**src/rtl/lstm_dense_output.sv**
```systemverilog
// Fully-connected output stage behind the LSTM network: y = Wy*h + by.
// The hidden vector is captured on hiddenValid. One serial signed MAC walks
// every row, and each row is rounded (half toward +inf) and saturated back to
// Q(QN).(QM). The finished vector is published with a one-cycle outputValid.
module lstm_dense_output #(
  parameter  int HIDDEN_SZ       = 8,
  parameter  int OUTPUT_SZ       = 1,
  parameter  int QN              = 6,
  parameter  int QM              = 11,
  localparam int BITWIDTH        = QN + QM + 1,
  localparam int LAYER_BITWIDTH  = BITWIDTH * HIDDEN_SZ,
  localparam int OUTPUT_BITWIDTH = BITWIDTH * OUTPUT_SZ,
  localparam int HADDR           = $clog2(HIDDEN_SZ),
  localparam int OADDR           = (OUTPUT_SZ > 1) ? $clog2(OUTPUT_SZ) : 1,
  localparam int ACC_W           = 2 * BITWIDTH + HADDR + 1
) (
  input  logic                       clock,
  input  logic                       reset,
  input  logic [LAYER_BITWIDTH-1:0]  hiddenVec,
  input  logic                       hiddenValid,
  input  logic                       wrEn,
  input  logic                       wrBias,
  input  logic [OADDR-1:0]           wrRow,
  input  logic [HADDR-1:0]           wrCol,
  input  logic [BITWIDTH-1:0]        wrData,
  output logic [OUTPUT_BITWIDTH-1:0] outputVec,
  output logic                       outputValid,
  output logic                       busy,
  output logic                       droppedSample
);

  // Storage is sized to the full row address space, so any wrRow/row value
  // indexes a real entry. Rows at or above OUTPUT_SZ are never written or used.
  localparam int ROWS = 1 << OADDR;

  localparam logic signed [ACC_W-1:0] RND_HALF = ACC_W'(1) << (QM - 1);
  localparam logic signed [ACC_W-1:0] SAT_MAX  = (ACC_W'(1) << (BITWIDTH - 1)) - ACC_W'(1);
  localparam logic signed [ACC_W-1:0] SAT_MIN  = ~SAT_MAX;

  typedef enum logic [1:0] {S_IDLE, S_MAC, S_ROUND, S_DONE} state_t;

  state_t state, state_nxt;

  logic signed [BITWIDTH-1:0] wy   [ROWS][HIDDEN_SZ];
  logic signed [BITWIDTH-1:0] by   [ROWS];
  logic signed [BITWIDTH-1:0] hbuf [HIDDEN_SZ];
  logic signed [BITWIDTH-1:0] slot [ROWS];

  logic [OADDR-1:0]        row;
  logic [OADDR-1:0]        row_nxt;
  logic [HADDR-1:0]        col;
  logic signed [ACC_W-1:0] acc;

  logic last_col;
  logic last_row;
  logic do_start;
  logic do_mac;
  logic do_round;
  logic do_done;
  logic coef_wr;

  logic signed [BITWIDTH-1:0]   bias_first;
  logic signed [2*BITWIDTH-1:0] prod;
  logic signed [ACC_W-1:0]      prod_ext;
  logic signed [ACC_W-1:0]      acc_rnd;
  logic signed [ACC_W-1:0]      acc_shr;
  logic signed [BITWIDTH-1:0]   sat_val;
  logic [OUTPUT_BITWIDTH-1:0]   result_vec;

  // A bias enters the accumulator at the product scale: sign-extend it, then shift up by QM.
  function automatic logic signed [ACC_W-1:0] bias_to_acc(input logic signed [BITWIDTH-1:0] b);
    logic signed [ACC_W-1:0] ext;
    ext = {{(ACC_W - BITWIDTH){b[BITWIDTH-1]}}, b};
    return ext <<< QM;
  endfunction

  assign last_col = (col == HADDR'(HIDDEN_SZ - 1));
  assign last_row = (row == OADDR'(OUTPUT_SZ - 1));
  assign row_nxt  = last_row ? row : row + OADDR'(1);

  // State register.
  // NOTE: clocked processes use non-blocking (<=) assignments only. Every
  // register then samples pre-edge values, whatever order the blocks run in.
  always_ff @(posedge clock or negedge reset) begin
    if (!reset) state <= S_IDLE;
    else        state <= state_nxt;
  end

  // Next-state logic: one MAC pass per row, then a ROUND. DONE follows the last row.
  // NOTE: every variable driven here gets a default first, so no path can
  // leave it unassigned and infer a latch.
  always_comb begin
    state_nxt = state;
    unique case (state)
      S_IDLE:  if (hiddenValid) state_nxt = S_MAC;
      S_MAC:   if (last_col)    state_nxt = S_ROUND;
      S_ROUND: state_nxt = last_row ? S_DONE : S_MAC;
      S_DONE:  state_nxt = S_IDLE;
      default: state_nxt = S_IDLE;
    endcase
  end

  // Control decode. Coefficients may only change in IDLE, so a sample in flight always sees one weight set.
  always_comb begin
    do_start = (state == S_IDLE) && hiddenValid;
    do_mac   = (state == S_MAC);
    do_round = (state == S_ROUND);
    do_done  = (state == S_DONE);
    coef_wr  = (state == S_IDLE) && wrEn && (int'(wrRow) < OUTPUT_SZ);
  end

  // Datapath arithmetic: product, rounding, saturation, and by[0] bypass for a write that lands with the capture.
  always_comb begin
    prod       = wy[row][col] * hbuf[col];
    prod_ext   = {{(ACC_W - 2 * BITWIDTH){prod[2*BITWIDTH-1]}}, prod};
    acc_rnd    = acc + RND_HALF;
    acc_shr    = acc_rnd >>> QM;
    sat_val    = acc_shr[BITWIDTH-1:0];
    if (acc_shr > SAT_MAX) sat_val = SAT_MAX[BITWIDTH-1:0];
    if (acc_shr < SAT_MIN) sat_val = SAT_MIN[BITWIDTH-1:0];
    bias_first = (coef_wr && wrBias && (wrRow == '0)) ? wrData : by[0];
  end

  // Pack the finished row results into the output bus layout.
  always_comb begin
    result_vec = '0;
    for (int k = 0; k < OUTPUT_SZ; k++) begin
      result_vec[k*BITWIDTH +: BITWIDTH] = slot[k];
    end
  end

  // Coefficient storage and hidden-vector capture.
  // NOTE: these arrays have no reset. Coefficients must survive a reset, and
  // the capture buffer is always written before it is read.
  always_ff @(posedge clock) begin
    if (coef_wr) begin
      if (wrBias) by[wrRow]        <= wrData;
      else        wy[wrRow][wrCol] <= wrData;
    end
    if (do_start) begin
      for (int j = 0; j < HIDDEN_SZ; j++) begin
        hbuf[j] <= hiddenVec[j*BITWIDTH +: BITWIDTH];
      end
    end
  end

  // Sequencing, accumulation, result slots and the published output.
  always_ff @(posedge clock or negedge reset) begin
    if (!reset) begin
      row           <= '0;
      col           <= '0;
      acc           <= '0;
      outputVec     <= '0;
      outputValid   <= 1'b0;
      busy          <= 1'b0;
      droppedSample <= 1'b0;
      for (int k = 0; k < ROWS; k++) slot[k] <= '0;
    end else begin
      outputValid <= 1'b0;
      if (hiddenValid && (state != S_IDLE)) droppedSample <= 1'b1;
      if (do_start) begin
        row  <= '0;
        col  <= '0;
        acc  <= bias_to_acc(bias_first);
        busy <= 1'b1;
      end
      if (do_mac) begin
        acc <= acc + prod_ext;
        col <= col + HADDR'(1);
      end
      if (do_round) begin
        slot[row] <= sat_val;
        if (!last_row) begin
          row <= row_nxt;
          col <= '0;
          acc <= bias_to_acc(by[row_nxt]);
        end
      end
      if (do_done) begin
        outputVec   <= result_vec;
        outputValid <= 1'b1;
        busy        <= 1'b0;
      end
    end
  end

endmodule

```
**config.mk**
```make
export PLATFORM = sky130hd
export DESIGN_NAME = lstm_dense_output
export DESIGN_NICKNAME = d
export VERILOG_FILES = /design/src/rtl/lstm_dense_output.sv
export SDC_FILE = /design/constraint.sdc
export NUM_CORES = 2
export LEC_CHECK = 0
export CORE_MARGIN = 2
export CORE_UTILIZATION = 40
export DETAILED_ROUTE_END_ITERATION = 10
export HOLD_SLACK_MARGIN = 0.08
export PLACE_DENSITY = 0.67
export SLEW_MARGIN = 20
export SYNTH_ARGS = -nofsm -noshare
export SYNTH_HDL_FRONTEND = slang
export SYNTH_SLANG_ARGS = --single-unit
```
**constraint.sdc**
```tcl
create_clock -name clock -period 8.3 [get_ports clock]
set_input_delay 1.66 -clock clock [delete_from_list [all_inputs] [get_ports clock]]
set_output_delay 1.66 -clock clock [all_outputs]
set_load 0.05 [all_outputs]
```
; After elaboration in Yosys (flattened, before gate mapping)
; Memories as Yosys holds them, arrays and structs flattened.
; Index checks and enable logic that the tools add are counted.
[classes]
n_bitwise = 4
n_eq_ne = 6
n_lt_le_gt_ge = 8
reduce_logical = 12
addsub = 4
muxes = 38
n_mul = 1
[op_table]
columns = operator, n
row1 = two-way mux 40 bit, 4
row2 = two-way mux 144 bit, 1
row3 = two-way mux 18 bit, 7
row4 = binary-select mux 18 bit (select 3 bit), 1
row5 = demux 18 bit (select 3 bit), 1
row6 = adder 40 x 12 -> 40 bit (second input constant), 1
row7 = adder 40 x 36 -> 40 bit, 1
row8 = bitwise mux 36 bit, 1
row9 = multiplier 18 x 18 -> 36 bit, 1
row10 = greater-than comparator 29 x 18 -> 1 bit (second input constant), 1
row11 = less-than comparator 29 x 18 -> 1 bit (second input constant), 1
row12 = demux 18 bit (select 1 bit), 1
row13 = two-way mux 1 bit, 14
row14 = two-way mux 3 bit, 4
row15 = >= comparator 4 bit (second input constant), 2
row16 = logical AND 1 bit, 8
row17 = inverter 3 -> 4 bit, 2
row18 = case mux 2 bit (4 select lines), 1
row19 = two-way mux 2 bit, 3
row20 = equality test 2 bit (second input constant), 2
row21 = less-than comparator 4 x 1 -> 1 bit (second input constant), 1
row22 = inequality test 2 bit (second input constant), 2
row23 = nonzero test 2 bit, 2
row24 = adder 3 x 1 -> 3 bit (second input constant), 1
row25 = 10 further kinds, 10
[totals]
mem_bits_rw = 468
regBits = 103
wordCells = 86
out_inout_bits = 21
memories = 3
[memory_table]
columns = name, words, width, read_ports, rd_ports_with_merged_regs, wr, line
row1 = wy, 2, 144, 1, 0, 1, 44  ; logic signed [BITWIDTH-1:0] wy [ROWS][HIDDEN_SZ];
row2 = hbuf, 8, 18, 1, 0, 8, 46  ; logic signed [BITWIDTH-1:0] hbuf [HIDDEN_SZ];
row3 = by, 2, 18, 2, 0, 1, 45  ; logic signed [BITWIDTH-1:0] by [ROWS];

; Longest topological paths before layout
[logic_depth]
depth_word = 10
ltp_mapped = 31
mapped_depth_nobuf = 28

; Worst setup path after synthesis
; OpenSTA, ideal clock, no wires.
[synth_timing]
path_type = register -> register
startpoint = register col[0]
endpoint = register acc[32]
t_required_ns = 8.196
setup_slack_ns = 0.008
path_stages_with_launch = 24
synth_period_minus_slack_ns = 8.292
n_path_buf = 3
arrival_ns = 8.188
path_cell_list = dfrtp_1 clkbuf_1 clkbuf_1 mux4_2 mux2i_1 nand2b_1 inv_1 fa_1 fa_1 fa_1 fa_1 fa_1 fa_1 ha_1 ha_1 clkbuf_1 and4_1 a211oi_1 a21oi_1 o2bb2ai_1 a211o_1 a21o_1 xnor2_1 a221oi_1
[synth_between]
elab_chain_len = 9
word_cells_on_any_way = 10
cone_classes = 1 x add/sub / 1 x mul / 6 x mux / 1 x bitwise / 1 x memory
[synth_rtl]
columns = element, line
row1 = "start, declared", 51  ; logic [HADDR-1:0] col;
row2 = "start signal, assigned", 169  ; col <= col + HADDR'(1);
row3 = inverter 3 -> 4 bit (implied by the code), 114  ; prod = wy[row][col] * hbuf[col];
row4 = binary-select mux 18 bit (select 3 bit), 114
row5 = two-way mux 18 bit (implied by the code) (2 in series), 114
row6 = multiplier 18 x 18 -> 36 bit (*), 114
row7 = adder 40 x 36 -> 40 bit (*), 168  ; acc <= acc + prod_ext;
row8 = two-way mux 40 bit (*), 167  ; if (do_mac) begin
row9 = two-way mux 40 bit, 173  ; if (!last_row) begin
row10 = two-way mux 40 bit (*), 171  ; if (do_round) begin
row11 = "end signal, assigned", 164  ; acc <= bias_to_acc(bias_first);
row12 = "end signal, assigned", 168
row13 = "end signal, assigned", 176  ; acc <= bias_to_acc(by[row_nxt]);
row14 = "end, declared", 52  ; logic signed [ACC_W-1:0] acc;
; Every way passes the cells marked *; elsewhere a longest branch is shown, timed or not. The select of a mux whose other input is x is not followed.
; A chain may end at the register's enable or synchronous reset.

; Final worst setup path
[layout_timing]
startpoint = register row
endpoint = register acc[39]
[layout_between]
elab_chain_len = 9
word_cells_on_any_way = 12
cone_classes = 2 x add/sub / 1 x mul / 7 x mux / 2 x memory
[layout_rtl]
columns = element, line
row1 = "start, declared", 49  ; logic [OADDR-1:0] row;
row2 = "start signal, assigned", 174  ; row <= row_nxt;
row3 = memory (2 x 144 bit), --
row4 = binary-select mux 18 bit (select 3 bit), 114
row5 = two-way mux 18 bit (implied by the code) (2 in series), 114
row6 = multiplier 18 x 18 -> 36 bit, 114
row7 = adder 40 x 36 -> 40 bit, 168
row8 = two-way mux 40 bit, 167
row9 = two-way mux 40 bit, 173
row10 = two-way mux 40 bit (*), 171
; Marks and branches as above.

==> metrics.yaml <==
hold-worst-slack_ns: 0.4796
syn_inst: 2754
synth_common_cells: "450 x edfxtp_1, 430 x inv_1, 384 x fa_1"
ff_latch_area_um2: 15660
dp_hpwl_mm: 67.36
setup_viol: 0
core.rowCount: 109
cts_buffer_depth: 3
synth.area.mux_share_pct: 9.410
worstSetupEndpointType: "flop"
finClkSkew_ns: 0.04288
dieArea_um2: 91490
synth_top_family_by_area: "adder cells"
synth_ff_type: "edfxtp_1"
cts_sinks: 535
fmax_mhz: 124.3
yosysSeqAreaShare_pct: 43.89
io_buffers: 191
ys_seq_elements: 535
drive_above_1_share_pct: 13.25
insertion_delay_ns: 0.68
synth_top_area_share_pct: 37.92
ys_warn_count: 0
start_util_pct: 40.32
cts_buffers: 58
n_fill_cell: 7683
synth.cell_area_um2: 35630
synthSimpleGateAreaFrac_pct: 8.778
fin_setup_tns_ns: 0
maxCapViolCount: 0
grt_pass1_wl_mm: 136.8
synthAdderAreaFrac_pct: 25.93
finalMaxSlewViolations: 0
core-area_um2: 88370
path_clk_slew_ns: 0.06
first_pass_iters: 5
routedWlPerCell_um: 20.45
syn2layout_area_growth_pct: 18.97
cp-start-kind: "flop"
stdcell_count: 4366
pin_count: 192
first_iter_violations: 1790
crit_type: "reg2reg"
grt_use_total_pct: 19.82
path_max_fanout: 12
ctsHtreeMaxLevel: 2
multi_input_area_um2: 18550
cts_tree: "done"
synth-compound-area-share_pct: 5.046
synth_edf_count: 450
worst_pin_slew_ns: 1.053
root_buffer: "clkbuf_16"
cp.required_ns: 8.80
ys_types: 74
place_inst: 4244
via_per_inst: 5.167
detail-route-antenna-nets: 0
grt_pass1_vias: 23510
utilization_pct: 47.97
grt_max_degree: 98
drc: 0
gp_congestion: 0.9425
status: "completed"
yosysTopAreaCell: "edfxtp_1"
grt_overflow: 0
post-route-min-period_ns: 8.044
syn_avg_cell_area_um2: 12.94
worstHoldPathType: "reg2reg"
fin_crit_sh_pct: 96.91
slew_headroom_pct: 29.42
critPathArrivalTime_ns: 8.54
synth.area.top_cells: "edfxtp_1 38%, fa_1 22%, mux4_2 7.3%, dfrtp_1 6.0%, inv_1 4.5%"
synth.most_common_cell: "edfxtp_1"
num_vias: 22560
synth_xor_area_share_pct: 1.057
grt_antenna_before_repair: 7
fp.dieH_um: 302.5
final_nets: 3832
die_w_um: 302.5
hold_viol_final: 0
async_flop_share_pct: 15.89
wirelength_mm: 89.29
==> critical path: stages (launching register included) <==
cell	delay, ns
dfrtp_4	0.44
buf_12	0.15
buf_12	0.16
mux4_2	0.51
mux4_2	0.62
buf_4	0.25
nand2_1	0.09
fa_1	0.45
fa_1	0.57
fa_1	0.44
fa_1	0.55
inv_1	0.05
fa_1	0.46
fa_1	0.50
ha_1	0.31
ha_1	0.23
a211o_1	0.34
a211o_1	0.29
or4b_1	0.55
nand2_1	0.10
o221ai_1	0.15
buf_4	0.17
o221ai_1	0.19
xnor2_1	0.16
o221ai_1	0.14
==> kinds of logic (layout without fill, tap and decap cells) <==
| kind of cell | count (synthesis) | after routing |
|---|---|---|
| AOI/OAI and AO/OA | 274 | 274 |
| muxes | 185 | 185 |
| xor gates and xnor gates | 43 | 43 |
| DFF | 535 | 535 |
| and+or+nand+nor | 656 | 656 |
| other | 1 | 145 |
| buffers and inverters | 552 | 855 |
| adders and majority gates | 508 | 508 |
==> per-layer routing <==
metal,global-route usage [%],part of all wire (%)
met4,7.248,3.5
met2,32.61,49
met3,4.053,7.0
met5,0,0.072
met1,26.12,40
==> placed cells by master, fill, tap and decap left out, types with 81 or more instances in the layout <==
cell type        count
a21oi_1             87
buf_4              100
clkdlybuf4s50_1    190
conb_1             144
dfrtp_1             81
edfxtp_1           450
fa_1               382
ha_1               123
inv_1              428
mux4_2             116
nand2_1            219
nor2_1             173
==> final cells by class <==
class | instances | share of cell area [%]
clock buffers | 78 | 3.719
flip-flops and latches | 535 | 36.93
diodes | 1 | 0.005902
clock inverters | 29 | 0.8057
multi-input cells | 1810 | 43.75
well taps | 1165 | 3.438
inverters | 430 | 3.819
repair buffers | 318 | 7.540
==> stage by stage <==
step                cell area, um2  worst slack, ns
finish                       42400           0.2565
global route                 42390         -0.03022
CTS                          42130          0.06494
detailed placement           40220          0.07437
global placement             40220           0.1552
floorplan                    36170         0.007755
==> state kept, by name, indices dropped and copies added, names as in the netlist, 2 cells and up <==
signal / cells
wy: 288
hbuf: 144
acc: 40
by: 18
outputVec: 18
result_vec: 18
col: 3
state: 2
==> what timing repair did <==
action | CTS | global route
hold buffers | 0 | 0
setup buffers | 0 | 11
setup endpoints to repair | 0 | 16
resized for setup | 0 | 18
==> final timing paths <==
check	startpoint	end	slack (ns)	cells past startpoint
max	row	acc[39]	0.26	24
min	droppedSample	droppedSample	0.48	1
max reg2reg	row	acc[39]	0.26	24
min reg2reg	droppedSample	droppedSample	0.48	1
max in group asynchronous	reset	outputVec[3]	6.14	2
min in group asynchronous	reset	col[0]	0.99	1
Power is left out: the tool's default activity adds up to more than one toggle a clock period on the data nets, which glitch-free logic cannot reach.
